$ cat src/rtl/mem_port_arbiter_pkg.sv
// Shared definitions for the memory port arbiter and the CPU stages that use it.
// Holds read-owner encoding and default memory geometry.
package mem_port_arbiter_pkg;

    localparam int ADDR_W_DEF = 8;
    localparam int DATA_W_DEF = 32;

    typedef enum logic [1:0] {
        OWN_NONE = 2'd0,
        OWN_IF   = 2'd1,
        OWN_LS   = 2'd2
    } owner_e;

endpackage

$ cat src/rtl/mem_port_arbiter_starve_counter.sv
// Saturating 4-bit fetch starvation counter; raises force_if once the count
// reaches STARVE_MAX so the next pending fetch wins over load/store.
module mem_port_arbiter_starve_counter #(
    parameter int STARVE_MAX = 3
) (
    input  logic       clk,
    input  logic       reset,
    input  logic       inc,
    input  logic       clr,
    output logic [3:0] cnt,
    output logic       force_if
);

    always_ff @(posedge clk) begin
        if (reset) begin
            cnt <= 4'd0;
        end else if (clr) begin
            cnt <= 4'd0;
        end else if (inc && (cnt != 4'hF)) begin
            cnt <= cnt + 4'd1;
        end
    end

    assign force_if = (cnt >= 4'(STARVE_MAX));

endmodule

$ cat src/rtl/mem_port_arbiter.sv
// Single-port RAM arbiter between instruction fetch and load/store, with
// load/store priority, bounded fetch starvation and a registered read return.
module mem_port_arbiter
    import mem_port_arbiter_pkg::*;
#(
    parameter int ADDR_W     = ADDR_W_DEF,
    parameter int DATA_W     = DATA_W_DEF,
    parameter int STARVE_MAX = 3
) (
    input  logic              CLOCK_50,
    input  logic              reset,
    input  logic              if_req,
    input  logic [ADDR_W-1:0] if_addr,
    output logic              if_gnt,
    output logic              if_rvalid,
    output logic [DATA_W-1:0] if_rdata,
    input  logic              ls_req,
    input  logic              ls_we,
    input  logic [ADDR_W-1:0] ls_addr,
    input  logic [DATA_W-1:0] ls_wdata,
    output logic              ls_gnt,
    output logic              ls_rvalid,
    output logic [DATA_W-1:0] ls_rdata,
    output logic              mem_en,
    output logic              mem_we,
    output logic [ADDR_W-1:0] mem_addr,
    output logic [DATA_W-1:0] mem_wdata,
    input  logic [DATA_W-1:0] mem_rdata,
    output logic [3:0]        starve_cnt
);

    logic   force_if;
    owner_e rd_owner_p0;
    owner_e rd_owner_p1;

    // Stage p0: combinational grant and RAM request in the request cycle
    always_comb begin
        if_gnt      = 1'b0;
        ls_gnt      = 1'b0;
        mem_addr    = '0;
        mem_wdata   = '0;
        rd_owner_p0 = OWN_NONE;
        if (!reset) begin
            if_gnt = if_req & (~ls_req | force_if);
            ls_gnt = ls_req & ~if_gnt;
        end
        if (if_gnt) begin
            mem_addr    = if_addr;
            rd_owner_p0 = OWN_IF;
        end else if (ls_gnt) begin
            mem_addr  = ls_addr;
            mem_wdata = ls_wdata;
            if (!ls_we) begin
                rd_owner_p0 = OWN_LS;
            end
        end
    end

    assign mem_en = if_gnt | ls_gnt;
    assign mem_we = ls_gnt & ls_we;

    mem_port_arbiter_starve_counter #(
        .STARVE_MAX(STARVE_MAX)
    ) u_starve (
        .clk     (CLOCK_50),
        .reset   (reset),
        .inc     (if_req & ~if_gnt),
        .clr     (if_gnt | ~if_req),
        .cnt     (starve_cnt),
        .force_if(force_if)
    );

    // Stage p1: read data returns from the RAM one cycle after the grant
    always_ff @(posedge CLOCK_50) begin
        if (reset) begin
            rd_owner_p1 <= OWN_NONE;
        end else begin
            rd_owner_p1 <= rd_owner_p0;
        end
    end

    assign if_rvalid = (rd_owner_p1 == OWN_IF);
    assign ls_rvalid = (rd_owner_p1 == OWN_LS);
    assign if_rdata  = if_rvalid ? mem_rdata : '0;
    assign ls_rdata  = ls_rvalid ? mem_rdata : '0;

endmodule

$ cat config.mk
export PLATFORM = sky130hd
export DESIGN_NAME = mem_port_arbiter
export DESIGN_NICKNAME = d
export VERILOG_FILES = /design/src/rtl/mem_port_arbiter_pkg.sv /design/src/rtl/mem_port_arbiter_starve_counter.sv /design/src/rtl/mem_port_arbiter.sv
export SDC_FILE = /design/constraint.sdc
export NUM_CORES = 1
export LEC_CHECK = 0
export ABC_AREA = 1
export CAP_MARGIN = 25
export CORE_AREA = 2 2 78 80
export DETAILED_ROUTE_END_ITERATION = 12
export DIE_AREA = 0 0 80 82
export GPL_TIMING_DRIVEN = 0
export PLACE_DENSITY = 0.8
export SKIP_CTS_REPAIR_TIMING = 1
export SYNTH_ARGS = -nofsm -noshare
export SYNTH_HDL_FRONTEND = slang
export SYNTH_SLANG_ARGS = --single-unit
$ cat constraint.sdc
create_clock -name CLOCK_50 -period 4.5 [get_ports CLOCK_50]
set_clock_uncertainty 0.15 [all_clocks]
set_input_delay 0.45 -clock CLOCK_50 [delete_from_list [all_inputs] [get_ports CLOCK_50]]
set_output_delay 0.45 -clock CLOCK_50 [all_outputs]
set_load 0.005 [all_outputs]
# Word-level counts from Yosys, hierarchy flattened

Index checks and enable logic that the tools add are counted.

Bits in registers: 6
Bits in latches: 0
Bits in writable memories: 0
Memory bits (read-only): 0
Input port bits: 85
Output and inout bits: 114
Word-level logic and storage cells: 34
Memories kept: 0

$add $sub $neg: 1
$mul: 0
Divide/modulo/power cells: 0
Magnitude comparators: 1
Eq/ne operators: 3
Shift operators: 0
Multiplexer cells: 11
Bitwise logic cells: 12
Reductions and logical operators: 3

Operator list:

| cell                  | number |
|---|---|
| $mux W32              | 4 |
| $mux W8               | 2 |
| $not A1 Y1            | 5 |
| $add A4 B1 Y4 const B | 1 |
| $and A1 B1 Y1         | 4 |
| $ge A4 B2 Y1 const B  | 1 |
| $mux W1               | 4 |
| $ne A4 B4 Y1 const B  | 1 |
| $or A1 B1 Y1          | 3 |
| $reduce_or A3 Y1      | 1 |
| $eq A2 B1 Y1 const B  | 1 |
| $eq A2 B2 Y1 const B  | 1 |
| $mux W2               | 1 |
| $reduce_or A2 Y1      | 1 |
| $logic_and A1 B1 Y1   | 1 |

# Longest topological paths before layout

Word-level depth: 8
Depth in mapped cells: 7
Mapped depth without buffers: 6

# By module

From an unflattened synthesis, not the netlist that was laid out.

Cell total of the unflattened synthesis: 252
Area, all modules: 1,198.6 um2

Modules (own cells, without submodules):

| module                          | times used | cells each | area an instance (um2) | sequential area each (um2) |
|---|---|---|---|---|
| mem_port_arbiter                | 1          | 219        | 989.7                  | 40.0 |
| mem_port_arbiter_starve_counter | 1          | 33         | 209.0                  | 80.1 |

# Least setup slack after synthesis

No wires, ideal clock.

Kind: reg2out
From: register u_starve.cnt[0]
To: output port mem_wdata[0]
Arrival: 1,196 ps
Data required time: 3,900 ps
Slack: 2,704 ps
Cell stages (with the launch flop): 8
Cell sequence: dfxtp_1 ha_1 nor2_4 nand2_4 nand2_8 nand2_8 buf_12 nor2_4

Word-level cells in the longest chain between the ends: 8
Elaborated cells on any way between the ends: 9
Classes of those cells: order compare: 1; mux: 4; bitwise: 4

RTL lines:

| what                   | RTL line                              | text |
|---|---|---|
| from (decl)            | mem_port_arbiter_starve_counter.sv:10 | `output logic [3:0] cnt,` |
| from (signal assigned) | mem_port_arbiter_starve_counter.sv:20 | `cnt <= cnt + 4'd1;` |
| $ge A4 B2 Y1 (*)       | mem_port_arbiter_starve_counter.sv:24 | `assign force_if = (cnt >= 4'(STARVE_MAX));` |
| $or A1 B1 Y1 (*)       | mem_port_arbiter.sv:44                | `if_gnt = if_req & (~ls_req \| force_if);` |
| $and A1 B1 Y1 (*)      | mem_port_arbiter.sv:44                |  |
| $not A1 Y1             | mem_port_arbiter.sv:45                | `ls_gnt = ls_req & ~if_gnt;` |
| $and A1 B1 Y1          | mem_port_arbiter.sv:45                |  |
| $mux W1                | mem_port_arbiter.sv:43                | `if (!reset) begin` |
| $mux W32               | mem_port_arbiter.sv:50                | `end else if (ls_gnt) begin` |
| $mux W32 (*)           | mem_port_arbiter.sv:47                | `if (if_gnt) begin` |
| to (decl)              | mem_port_arbiter.sv:27                | `output logic [DATA_W-1:0] mem_wdata,` |

Mark *: on every way between the ends. The rest lies on a longest branch, timed or not.

# Worst setup path in the final report

From: input port reset
To: output port mem_wdata[20]

Word-level cells in the longest chain between the ends: 3
Elaborated cells on any way between the ends: 4
Classes of those cells: mux: 4

RTL lines:

| what         | RTL line               | text |
|---|---|---|
| from (decl)  | mem_port_arbiter.sv:11 | `input logic reset,` |
| $mux W1      | mem_port_arbiter.sv:43 |  |
| $mux W32     | mem_port_arbiter.sv:50 |  |
| $mux W32 (*) | mem_port_arbiter.sv:47 |  |

Marks and branches as above.

==> reports/results.ini <==
[run_status]
outcome = finished, final reports clean

[synthesis]
synthDominantAreaCellType = sky130_fd_sc_hd__nor2_4
mappedNetlistArea_um2 = 1350
yosys.area_share.simple_pct = 61.0
synth-warning-count = 0
synth-compound-area-share_pct = 0.744
syn_area_per_cell_um2 = 5.87
synth_sequential_area_ratio_pct = 8.93
synth_area_leaders = sky130_fd_sc_hd__nor2_4 27%, sky130_fd_sc_hd__nor2_1 20%, sky130_fd_sc_hd__inv_1 20%
postSynthRegisterBits = 6
yosys.area_share.adder_pct = 0.930
netlist_cell_types = 19
post_synthesis_cells = 229
muxShareOfSynthArea_pct = 0
main_combinational_cell_family_by_area_after_synthesis = simple AND/OR/NAND/NOR gates
netlist.area_leader.share_pct = 26.8
share_of_the_synthesized_netlist_area_taken_by_xor_and_xnor_gates_pct = 0.651

[placement]
dp_hpwl_um = 4900
port_buffers = 197
gpl.final_weighted_congestion = 0.783

[drt]
post_drt_wl_per_cell_um = 11.0
count_of_unresolved_drc_violations_after_routing = 0
vias_per_cell = 3.96
post_drt_antenna_nets = 0
vias = 1998
drt_pre_antenna_iters = 4
drt_first_iter_violations = 59
detail_route.wirelength_um = 5570

[clocking]
cts_buffers = 3
clk_path_buf_depth = 2
h-tree-depth = 1
tritoncts_clock_tree = built
cts_num_sinks = 6
clk_latency_worst_skew_pair_ps = 220
clockRootBuffer = sky130_fd_sc_hd__clkbuf_8
clk_pin_slew_worst_paths_ps = 30

[cells_and_area]
area.growth.synth_to_final_pct = 157
num-nets-final = 518
antenna_cells_inserted = 0
drive_gt1_share_pct = 10.9
filler_cell_count = 520

[power_and_ir_drop]
leakage_uw = 0.00156
power.ir.vdd_worst_mv = 0.0854
power_density_nw_per_um2 = 104

[worst_setup_path]
worstPathArrival_ps = 2190
critPathKind = input port to output port
setup.worst_path.end_class = output port
required_time_at_the_worst_slack_endpoint_ps = 3900
worstSetupStartpoint = reset
rr_startpoint = u_starve.cnt[0]$_SDFFE_PP0P_
crit_path_start_kind = input port
timing.critical_path.fanout_max = 10

[floorplan]
core.rowCount = 28
die-area_um2 = 6560
initial_util_pct = 23.4
placeableCoreArea_um2 = 5750
num_io_pins = 199
die-height_um = 82
floorplan.die.width_um = 80

[flow_run]
drv.max_cap_violation_count = 0

[global_routing]
grt_antenna_before_repair = 0
first_global_vias = 1836
maximum_number_of_pins_on_one_net_before_global_route_repair = 11
grt_pass1_wl_um = 7870
globalRoute.totalOverflow = 0
grt_use_total_pct = 15.2

[hold_path]
min_from = u_starve.cnt[0]$_SDFFE_PP0P_
worstHoldPathType = flop to flop

[sta]
fin_setup_tns_ps = 0
unrepaired_setup_endpoints_after_global_routing = false
layout_worst_path_cycle_share_pct = 62.0
post-route-min-period_ps = 2790
setup-violations-final = 0
report.final.hold_viol_count = 0
clock.fmax_mhz = 359
worst_hold_slack_ps = 435
final-max-slew-violation-count = 0

==> routing by layer <==
metal | global-route usage (%) | share of wire [%] | up-vias
li1 | - | - | 1034
met1 | 12.8 | 32 | 838
met2 | 30.6 | 54 | 120
met3 | 7.25 | 13 | 6
met4 | 5.08 | 1.4 | 0
met5 | 0 | 0 | -
==> Yosys cell counts, drive strengths merged <==
| master | count |
|---|---|
| nor2 | 105 |
| inv | 71 |
| nand2 | 12 |
| nand3 | 9 |
| nand4 | 9 |
| buf | 8 |
| dfxtp | 6 |
| clkbuf | 3 |
| a21oi | 2 |
| clkinv | 1 |
| conb | 1 |
| ha | 1 |
| xnor2 | 1 |
==> power breakdown <==
part	leakage [µW]	switching, µW	internal (µW)
combinational	0.00149	84.4	141
sequential	0.0000495	1.54	55.5
clock	0.0000216	20.8	57.2
==> critical path, stage by stage <==
cell and delay (ps):
sky130_fd_sc_hd__clkdlybuf4s50_1 510, sky130_fd_sc_hd__nor2_4 330, sky130_fd_sc_hd__nand2_8 120, sky130_fd_sc_hd__buf_12 180
sky130_fd_sc_hd__nor2_4 70, sky130_fd_sc_hd__clkdlybuf4s50_1 510
==> metrics by stage <==
| step | cells | utilization, % | setup slack (ps) | total power (µW) | cell area (µm²) |
|---|---|---|---|---|---|
| finish | 505 | 60.1 | 1710 | 361 | 3460 |
| detailed placement | 502 | 59.4 | 1690 | 285 | 3410 |
| global route | 505 | 60.1 | 1610 | 390 | 3460 |
| floorplan | 230 | - | 2700 | 138 | 1350 |
| CTS | 505 | 60.1 | 1690 | 367 | 3460 |
| global placement | 502 | 59.4 | 1720 | 282 | 3410 |
==> state kept, by name (all words and copies together), names as in the netlist <==
register,cells
u_starve.cnt,4
rd_owner_p1,2
==> kinds of logic after synthesis <==
group / after synthesis
DFF: 6
xor gates and xnor gates: 1
adders and majority gates: 1
buffers and inverters: 83
and+or+nand+nor: 135
other: 1
AOI/OAI and AO/OA: 2
==> cell usage in the layout (no fill, tap or decap), types with 2 or more instances in the layout <==
cell type	instances
sky130_fd_sc_hd__a21oi_1	2
sky130_fd_sc_hd__buf_12	3
sky130_fd_sc_hd__buf_2	4
sky130_fd_sc_hd__clkbuf_1	3
sky130_fd_sc_hd__clkbuf_8	3
sky130_fd_sc_hd__clkdlybuf4s50_1	197
sky130_fd_sc_hd__conb_1	2
sky130_fd_sc_hd__dfxtp_1	6
sky130_fd_sc_hd__inv_1	70
sky130_fd_sc_hd__nand2_1	9
sky130_fd_sc_hd__nand2_8	2
sky130_fd_sc_hd__nand3_1	9
sky130_fd_sc_hd__nand4_1	9
sky130_fd_sc_hd__nor2_1	73
sky130_fd_sc_hd__nor2_4	32
==> final timing paths <==
| check | to | slack (ps) | depth (start not counted) |
|---|---|---|---|
| worst max-delay path | mem_wdata[20] | 1710 | 6 |
| worst min-delay path | u_starve.cnt[0]$_SDFFE_PP0P_ | 430 | 2 |
| worst max register to register | rd_owner_p1[0]$_SDFF_PP0_ | 3090 | 6 |
| worst min register to register | u_starve.cnt[0]$_SDFFE_PP0P_ | 430 | 2 |
==> layout make-up <==
cell class | instances | area [µm²] | area share (%)
Sequential cell | 6 | 120 | 3.48
Buffer | 11 | 98.8 | 2.86
Inverter | 72 | 270 | 7.82
Timing Repair Buffer | 197 | 1970 | 57.1
Clock buffer | 3 | 41.3 | 1.19
Tap cell | 75 | 93.8 | 2.72
Multi-Input combinational cell | 141 | 860 | 24.9
Power figures use the tool's default switching activity.
==> variant, RTL diff (config.mk and constraints unchanged) <==
`ADDR_W_DEF`: 8 -> 6.
--- a/src/rtl/mem_port_arbiter_pkg.sv
+++ b/src/rtl/mem_port_arbiter_pkg.sv
@@ -2,7 +2,7 @@
 // Holds read-owner encoding and default memory geometry.
 package mem_port_arbiter_pkg;
 
-    localparam int ADDR_W_DEF = 8;
+    localparam int ADDR_W_DEF = 6;
     localparam int DATA_W_DEF = 32;
 
     typedef enum logic [1:0] {
Interface: changed (resized if_addr, ls_addr and mem_addr); port bits go from 199 to 193. The function was not compared with the original's and may differ.
==> variant against the unedited design <==
Synthesized cell count down 3.1%. First-iteration DRC count down 44%. Routed wire length down 0.68%. Setup slack worse by 0.016 ns. Final area down 2.7%. Core utilization down 1.6 points. Power down 2.1%. Via count down 2.4%. Sequential cell count unchanged. Area after synthesis down 2.4%. Maximum frequency down 0.57%. Highest routed layer unchanged. Count of clock-buffer cells in the layout unchanged.
==> variant: results (changes against the unedited design) <==
First-pass GRT wire length - 7900 µm (+0.43%)
Clk. pwr - 0.0777 mW (about the same)
CP top delay family - buffers and inverters
Crit-path max FO - 10 (unchanged)
Port Buffers - 191 (-3.0%)
Non-Filler Instances - 492 (-2.6%)
Sw Share - 29.65% (+0.067 points)
Detailed Route WL - 5535 µm (-0.68%)
CTS root buffer - clkbuf_8
Xor/xnor share of the synthesized area - 0.6673% (+0.016 points)
Adder-cell share of the synthesized area - 0.9533% (+0.023 points)
Placed wire-length estimate - 5041 µm (+2.9%)
Net Sw Power - 0.1048 mW (-1.9%)
Peak supply drop - 0.0001204 V (+41%)
Clock slew at reported path FFs - 0.03 ns (about the same)
Sequential-to-total area share from yosys stat - 9.152% (+0.22 points)
Fraction of layout cells with a size suffix above 1 - 10.55% (-0.38 points)
H-tree Lvls - 1 (unchanged)
Pre-CTS WS - 1.665 ns (-0.02120 ns)
Cell variety after synth - 17 (-2)
R2R setup slack - 3.14 ns (+0.05 ns)
Most used DFF post-synth - dfxtp_1
Total GRT Usage - 14.79% (-0.37 points)
Hold path start - u_starve.cnt[0]
Arrival time worst endpoint - 2.20 ns
Vias in the first global route - 1814 (-1.2%)
Compound-cell area share of the yosys netlist - 0.7626% (+0.018 points)
Layout fillers - 516 (-0.77%)
Cell leakage power - 1.518 nW (-2.7%)
Routability cong. - 0.6952 (-11%)
Setup crit start - ls_req
# nets final - 501 (-3.3%)
Placed Area - 3322 µm² (-2.7%)
Top cells by area, synth - nor2_4 (27%), nor2_1 (21%), inv_1 (20%)
Count leader, synth - nor2_1
Reg-to-reg critical path endpoint - rd_owner_p1[1]
Hold WS - 0.3998 ns (-0.03473 ns)
Initial antenna violation count - 0 (unchanged)
Detailed Route Iter0 Violations - 33 (-44%)
Logic power comb - 0.219 mW (-3%)
Reg2Reg Depth - 6 (unchanged)
Status - finished clean
DR vias - 1950 (-2.4%)
Syn_area_per_cell - 5.912 µm² (+0.66%)
[variant: area by class of cell]
class                      instances  area, µm²  share of cell area, %
timing repair buffer             191       1912                  56.85
multi-input combinational        135      829.5                  24.67
inverter                          72      270.3                  8.036
sequential                         6      120.1                  3.571
buffer                            10      96.34                  2.865
tap                               75      93.84                  2.790
clock buffer                       3      41.29                  1.228
[variant: worst max path at each step]
| stage | to | slack [ns] | depth (start not counted) |
|---|---|---|---|
| 6_report | mem_wdata[7] | 1.70 | 9 |
| 3_3_place_gp | mem_wdata[4] | 1.73 | 9 |
| 3_5_place_dp | mem_wdata[7] | 1.67 | 9 |
| 5_1_grt | mem_wdata[7] | 1.62 | 9 |
| 4_1_cts | mem_wdata[7] | 1.67 | 9 |
| 2_1_floorplan | mem_wdata[0] | 2.69 | 7 |
[variant: layer usage]
layer  global-route usage, %  wire (µm)  vias up
li1                        -          -      998
met1                   12.51       1726      835
met2                   32.17       3086      109
met3                   4.615        634        8
met4                   4.068         88        0
met5                       0          0        -
